## src/rtl/mul_rr_sched.sv

```systemverilog
// Round-robin scheduler sharing one 8x8 multiplier among N_REQ requesters.
// One operation is in flight at a time: grant, start pulse, wait LATENCY
// cycles, then hold the product until the originating requester takes it.
module mul_rr_sched #(
  parameter int N_REQ   = 4,
  parameter int LATENCY = 1,
  localparam int ID_W   = (N_REQ > 1) ? $clog2(N_REQ) : 1
) (
  input  logic                 clk,
  input  logic                 reset,
  input  logic [N_REQ-1:0]     req_valid,
  output logic [N_REQ-1:0]     req_ready,
  input  logic [N_REQ*16-1:0]  req_BA,
  output logic [N_REQ-1:0]     resp_valid,
  input  logic [N_REQ-1:0]     resp_ready,
  output logic [15:0]          resp_prod,
  output logic [ID_W-1:0]      resp_id,
  output logic                 mul_start,
  output logic [15:0]          mul_ip_BA,
  input  logic [15:0]          mul_op_prod,
  input  logic                 mul_ready,
  output logic                 busy,
  output logic [15:0]          op_count
);

  localparam int CNT_W = (LATENCY > 1) ? $clog2(LATENCY + 1) : 1;

  typedef enum logic [1:0] {
    S_IDLE  = 2'd0,
    S_START = 2'd1,
    S_WAIT  = 2'd2,
    S_RESP  = 2'd3
  } state_e;

  state_e              state_q, state_d;
  logic [ID_W-1:0]     ptr_q, ptr_d;
  logic [15:0]         ba_q, ba_d;
  logic [ID_W-1:0]     id_q, id_d;
  logic [15:0]         prod_q, prod_d;
  logic [CNT_W-1:0]    cnt_q, cnt_d;
  logic [15:0]         op_count_q, op_count_d;

  logic                grant_found_s;
  logic [ID_W-1:0]     grant_id_s;
  logic [ID_W:0]       idx_s;
  logic [N_REQ-1:0]    req_ready_s;
  logic [N_REQ-1:0]    resp_valid_s;

  // Search for the first valid requester starting at the round-robin pointer.
  always_comb begin
    grant_found_s = 1'b0;
    grant_id_s    = '0;
    idx_s         = '0;
    for (int k = 0; k < N_REQ; k++) begin
      idx_s = {1'b0, ptr_q} + (ID_W+1)'(k);
      if (idx_s >= (ID_W+1)'(N_REQ)) begin
        idx_s = idx_s - (ID_W+1)'(N_REQ);
      end else begin
        idx_s = idx_s;
      end
      if (!grant_found_s && req_valid[idx_s[ID_W-1:0]]) begin
        grant_found_s = 1'b1;
        grant_id_s    = idx_s[ID_W-1:0];
      end else begin
        grant_found_s = grant_found_s;
      end
    end
  end

  // Next-state logic: grant in IDLE, pulse in START, count in WAIT, hold in RESP.
  always_comb begin
    state_d     = state_q;
    ptr_d       = ptr_q;
    ba_d        = ba_q;
    id_d        = id_q;
    prod_d      = prod_q;
    cnt_d       = cnt_q;
    op_count_d  = op_count_q;
    req_ready_s = '0;
    case (state_q)
      S_IDLE: begin
        // Reset is folded in so no grant is offered while reset is held.
        if (reset && mul_ready && grant_found_s) begin
          req_ready_s[grant_id_s] = 1'b1;
        end else begin
          req_ready_s = '0;
        end
        if ((req_ready_s & req_valid) != '0) begin
          ba_d    = req_BA[{grant_id_s, 4'b0000} +: 16];
          id_d    = grant_id_s;
          state_d = S_START;
          if (grant_id_s == ID_W'(N_REQ - 1)) begin
            ptr_d = '0;
          end else begin
            ptr_d = grant_id_s + ID_W'(1);
          end
        end else begin
          state_d = S_IDLE;
        end
      end
      S_START: begin
        cnt_d   = CNT_W'(LATENCY);
        state_d = S_WAIT;
      end
      S_WAIT: begin
        if (cnt_q == CNT_W'(1)) begin
          prod_d  = mul_op_prod;
          state_d = S_RESP;
        end else begin
          cnt_d   = cnt_q - CNT_W'(1);
        end
      end
      S_RESP: begin
        if (resp_ready[id_q]) begin
          op_count_d = op_count_q + 16'd1;
          state_d    = S_IDLE;
        end else begin
          state_d    = S_RESP;
        end
      end
      default: begin
        state_d = S_IDLE;
      end
    endcase
  end

  // One-hot response valid for the requester being served.
  always_comb begin
    resp_valid_s = '0;
    if (state_q == S_RESP) begin
      resp_valid_s[id_q] = 1'b1;
    end else begin
      resp_valid_s = '0;
    end
  end

  // State and datapath registers; reset discards any in-flight operation.
  always_ff @(posedge clk or negedge reset) begin
    if (!reset) begin
      state_q    <= S_IDLE;
      ptr_q      <= '0;
      ba_q       <= '0;
      id_q       <= '0;
      prod_q     <= '0;
      cnt_q      <= '0;
      op_count_q <= '0;
    end else begin
      state_q    <= state_d;
      ptr_q      <= ptr_d;
      ba_q       <= ba_d;
      id_q       <= id_d;
      prod_q     <= prod_d;
      cnt_q      <= cnt_d;
      op_count_q <= op_count_d;
    end
  end

  assign req_ready  = req_ready_s;
  assign resp_valid = resp_valid_s;
  assign resp_prod  = prod_q;
  assign resp_id    = id_q;
  assign mul_start  = (state_q == S_START);
  assign mul_ip_BA  = ba_q;
  assign busy       = (state_q != S_IDLE);
  assign op_count   = op_count_q;

endmodule

```

## config.mk

```make
export PLATFORM = sky130hd
export DESIGN_NAME = mul_rr_sched
export DESIGN_NICKNAME = d
export VERILOG_FILES = /design/src/rtl/mul_rr_sched.sv
export SDC_FILE = /design/constraint.sdc
export NUM_CORES = 1
export LEC_CHECK = 0
export ABC_CLOCK_PERIOD_IN_PS = 7530
export CAP_MARGIN = 0
export CORE_MARGIN = 3
export CORE_UTILIZATION = 30
export DETAILED_ROUTE_END_ITERATION = 8
export PLACE_DENSITY_LB_ADDON = 0.2
export SYNTH_ARGS = -nofsm -noshare
export SYNTH_HDL_FRONTEND = slang
export SYNTH_SLANG_ARGS = --single-unit
export TNS_END_PERCENT = 20
```

## constraint.sdc

```tcl
create_clock -name clk -period 7.53 [get_ports clk]
set_clock_uncertainty 0.15 [all_clocks]
set_input_delay 2.259 -clock clk [delete_from_list [all_inputs] [get_ports clk]]
set_output_delay 2.259 -clock clk [all_outputs]
set_load 0.02 [all_outputs]
```

-- After elaboration in Yosys (flattened, before gate mapping)
Cells that the tools add are included.
- register bits: 55
- logic and storage cells: 90
- mux-type cells: 37
- equality and inequality tests: 5
- reduce and logical (&&, ||, !) cells: 17
- shift-type cells: 1
- bitwise operators: 1
- order comparisons: 12
- $add $sub $neg: 10
- operators with widths (cell ; number):
    $shiftx 64x7->16 ; 1
    $mux 2 ; 11
    $lt 2x3->1 const B ; 6
    $add 16x1->16 const B ; 1
    $mux 4 ; 4
    $mux 1 ; 13
    $bmux 1 s2 ; 5
    $ge 3x3->1 const B ; 3
    $pmux 2 s4 ; 1
    $sub 2x1->2 const B ; 4
    $logic_and 1x1->1 ; 7
    $add 2x2->3 const B ; 2
    $eq 2x2->1 const B ; 3
    $reduce_and 2->1 ; 3
    $and 4x4->4 ; 1
    $demux 1 s2 ; 2
    $ge 2x1->1 const B ; 2
    $reduce_bool 2->1 ; 2
    $reduce_bool 4->1 ; 1
    $add 2x1->3 const B ; 1
    $ge 2x3->1 const B ; 1
    $logic_not 1->1 ; 3
    $add 2x1->2 const B ; 1
    $eq 2x1->1 const B ; 1
    other kinds (4) ; 4

-- Longest topological paths before layout
- depth after elaboration: 24
- depth in mapped cells: 12
- gate-level depth less buffers: 8

-- Least setup slack after synthesis
OpenSTA, ideal clock, no wires.
- path type: input to output
- start: input port req_valid[2]
- end: output port req_ready[1]
- arrival time: 3.890 ns
- required time: 5.121 ns
- setup slack: 1.231 ns
- path buffers: 2
- stages: 6
- cells stage by stage: nor2b_1 or4b_1 buf_4 nand2_8 buf_8 nor3b_1
- longest elaborated chain between the ends: 19
- elaborated cells between the ends (all ways): 31
- classes of those cells: order compare (2); mux (21); reduce/logical (8)
- ends and longest elaborated chain (what ; line ; RTL):
    start, declared ; 11 ; input logic [N_REQ-1:0] req_valid,
    $bmux 1 s2 ; 61 ; if (!grant_found_s && req_valid[idx_s[ID_W-1:0]]) begin
    $mux 1 (implied by the code) ; 61 ;
    $mux 1 ; 61 ;
    $logic_not 1->1 ; 61 ;
    $logic_and 1x1->1 ; 61 ;
    $mux 1 ; 61 ;
    $logic_not 1->1 ; 61 ;
    $logic_and 1x1->1 ; 61 ;
    [... 2 more ...] ; - ;
    $logic_and 1x1->1 ; 61 ;
    $mux 2 ; 61 ;
    $lt 2x3->1 (implied by the code) or $ge 2x1->1 (tied branches) ; 84 ; req_ready_s[grant_id_s] = 1'b1;
    $logic_and 1x1->1 (implied by the code) ; 84 ;
    $mux 1 (implied by the code) ; 84 ;
    $demux 1 s2 ; 84 ;
    $mux 4 (*) ; 83 ; if (reset && mul_ready && grant_found_s) begin
    $mux 4 (*) (2 in series) ; 80 ; case (state_q)
    end, declared ; 12 ; output logic [N_REQ-1:0] req_ready,
Every way passes the cells marked *; elsewhere a longest branch is shown, timed or not. The select of a mux whose other input is x is not followed.

-- Worst setup path after layout
- start: input port req_valid[3]
- end: output port req_ready[1]
Same word-level chain as after synthesis.

==> summary.md <==
| Metric | Value |
|---|---|
| Status | finished clean |
| Core box area | ~10000 um^2 |
| GRT overflow | 0 |
| Layout cells sized above 1 | 0.121 |
| Final worst path period share | 0.948 |
| Ports | roughly 150 |
| Clock slew at reported path FFs | approximately 100 ps |
| Clock insertion delay at the later pin of the skew report | around 300 ps |
| Slack of the critical path | ~400 ps |
| Yosys top cell by area | dfrtp_1 |
| Die area | roughly 12,000 um^2 |
| RePlAce Congestion | roughly 0.75 |
| Worst Hold End | op_count[15] |
| Maximum Capacitance Violations | 0 |
| R2r setup slk | 4450 ps |
| Post-CTS Resized | 0 |
| Number of detailed-route iterations in the first pass | 4 |
| Power Total | approximately 1.6 mW |
| Root buffer cell | clkbuf_8 |
| Final hold vios | 0 |
| Fin util | 0.486 |
| Fin cells | 570 |
| Row Count | 36 |
| Worst hold slack | between 300 and 400 ps |
| Worst hold path type | reg2reg |
| Post-synthesis async set-or-reset flop share | 1.00 |
| Yosys reg bits | 55 |
| Average wire per standard cell | 15.4 um |
| Vias after detailed routing | ~2,800 |
| Worst VDD drop | around 0.12 mV |
| Crit path DAT | 4730 ps |
| Drt total wl | 8790 um |
| Number of cells on the worst hold path | 1 |
| Initial antenna violation count | 0 |
| Relative slew slack | 0.170 |
| Share of the synthesized area in the top cell type | 0.441 |
| Synthesized area | ~3100 um^2 |
| Fin. max-slew vios | 0 |
| Largest net degree at the start of global routing | 57 |
| Commonest cells after routing, fill and taps aside | 149 x clkdlybuf4s50_1, 55 x dfrtp_1, 25 x inv_1, 22 x nand3_1 |
| Syn_nets | roughly 390 |
| Critical Path Source Type | input port |
| RSZ-0062 raised after global routing | no |
| Synth Flop Type | dfrtp_1 |
| Commonest non-fill, non-tap cell in the layout | clkdlybuf4s50_1 |
| Max clock buf depth | 2 |
| Clock sink total | 55 |
| Placed cells | roughly 560 |
| Pwr Density | approximately 320 nW/um^2 |
| Critical Path RT | around 5000 ps |
| H-tree depth | 2 |
| Syn_area_per_cell | between 10 and 15 um^2 |
| Die height | 108 um |
| TritonCTS clock tree | built |
| R2R cell count | 8 |
| Setup violations, final | 0 |
| PortBufs | 150 |
| TritonCTS buffer count | 5 |
| Area after DPL | about 4700 um^2 |
| Starting Density | 0.314 |
| Layout area overhead | 55.0% |
| Dpl ws | 332 ps |
| Critical Path Sink Type | output pin |
| Sequential area share after synthesis | 0.441 |
| Final min period | slightly above 7000 ps |
| Initial DRC count | between 100 and 150 |
| Post-cts hold buffer count | 0 |
| Cell area after layout | between 4000 and 5000 um^2 |
| Min-delay src | op_count[15] |
| Detail Route Antenna Nets | 0 |
| Reg2reg end | mul_ip_BA[4] |
| Hpwl dp | ~6700 um |
| Nets | approximately 530 |
| RR Startpoint | ptr_q[0] |
| First-pass GRT wire length | between 10,000 and 15,000 um |
| Synth Instances | 290 |
| Top cells by area, synth | dfrtp_1 44%, mux2_2 6.5%, mux2i_1 5.1%, a211o_1 4.5%, o221ai_2 4.3% |
| Critical path type | in2out |
| Sum of negative setup slack | 0 ps |
| Yosys warning count | 0 |
| Vias in the first global route | 2,886 |
| Vias per cell | between 4 and 5 |
| Count of cell types in the netlist | 46 |
| Remaining DRCs | 0 |
| Ant. Diodes | 0 |
| Fillers | roughly 960 |
| CP max FO | 7 |
| Fmax | ~0.14 GHz |
| Post-synth EDFFs | 0 |
| Post-CTS Setup Inserts | 0 |
| Worst Tran Pin Value | roughly 1200 ps |
| Leak pwr | between 1.5 and 2 nW |
| Die Wd | around 110 um |
| GRT Total Usage | 0.152 |
==> how the worst max path moves through the flow <==
stage                 start  depth (start not counted)  slack, ps           end
6_report       req_valid[3]                          6        390  req_ready[1]
5_1_grt        req_valid[3]                          8        240  req_ready[3]
4_1_cts        req_valid[3]                          6        330  req_ready[1]
3_5_place_dp   req_valid[3]                          6        330  req_ready[1]
3_3_place_gp   req_valid[3]                          6        340  req_ready[1]
2_1_floorplan  req_valid[2]                          6       1230  req_ready[1]
==> final cells by class <==
class,instances,area (um^2),area share
Clock buffer,7,96.3,0.0199
Clock inverter,1,7.51,0.00155
Inverter,25,93.8,0.0194
Multi-Input combinational cell,192,1550,0.320
Sequential cell,55,1380,0.284
Tap cell,133,166,0.0344
Timing Repair Buffer,157,1550,0.320
==> critical path: stages <==
cell and delay, ps:
clkdlybuf4s50_1 530, nor2_1 140, or4b_1 650, nand2_8 160, nor3b_1 310, clkdlybuf4s50_1 680
==> logic make-up (layout without fill, tap and decap cells) <==
logic type	Yosys count	count (layout)	synth area share
XOR/XNOR	15	15	0.0421
flip-flops	55	55	0.441
buffers and inverters	43	190	0.0637
adder cells (fa/ha/maj)	7	7	0.0280
AO/OA/AOI/OAI	65	65	0.170
multiplexers	35	35	0.123
AND/OR/NAND/NOR	70	70	0.132
==> routing by layer <==
layer / global-route usage / vias to the layer above / routed length, um / part of all wire
met4: 0.0325 / 0 / 72 / 0.0082
met5: 0 / - / 0 / 0
li1: - / 1342 / - / -
met2: 0.266 / 103 / 4390 / 0.50
met3: 0.0466 / 7 / 664 / 0.076
met1: 0.184 / 1327 / 3660 / 0.42
==> power breakdown <==
group	internal [mW]	switching [mW]	leakage, nW
clock network	0.0840	0.0988	0.0505
logic	0.442	0.435	1.24
registers	0.408	0.0839	0.683
total	0.935	0.617	1.98
==> synth_stat cells (2+ instances only) <==
library cell / count
a211o_1: 16
a21oi_1: 7
and3_1: 4
and4_1: 2
buf_2: 6
buf_6: 2
clkbuf_1: 8
dfrtp_1: 55
ha_1: 7
inv_1: 25
mux2_2: 18
mux2i_1: 16
nand2_1: 10
nand2b_1: 2
nand3_1: 22
nand4_1: 4
nor2_1: 9
nor2b_1: 2
nor2b_2: 2
nor3b_1: 3
o21ai_0: 18
o221ai_1: 7
o221ai_2: 9
xnor2_1: 10
xor2_1: 5
==> state kept, by name (all words and copies together) (netlist names) <==
name	flops
mul_ip_BA	16
op_count	16
resp_prod	16
ptr_q	2
resp_id	2
state_q	2
cnt_q	1
(Power assumes the default switching activity.)
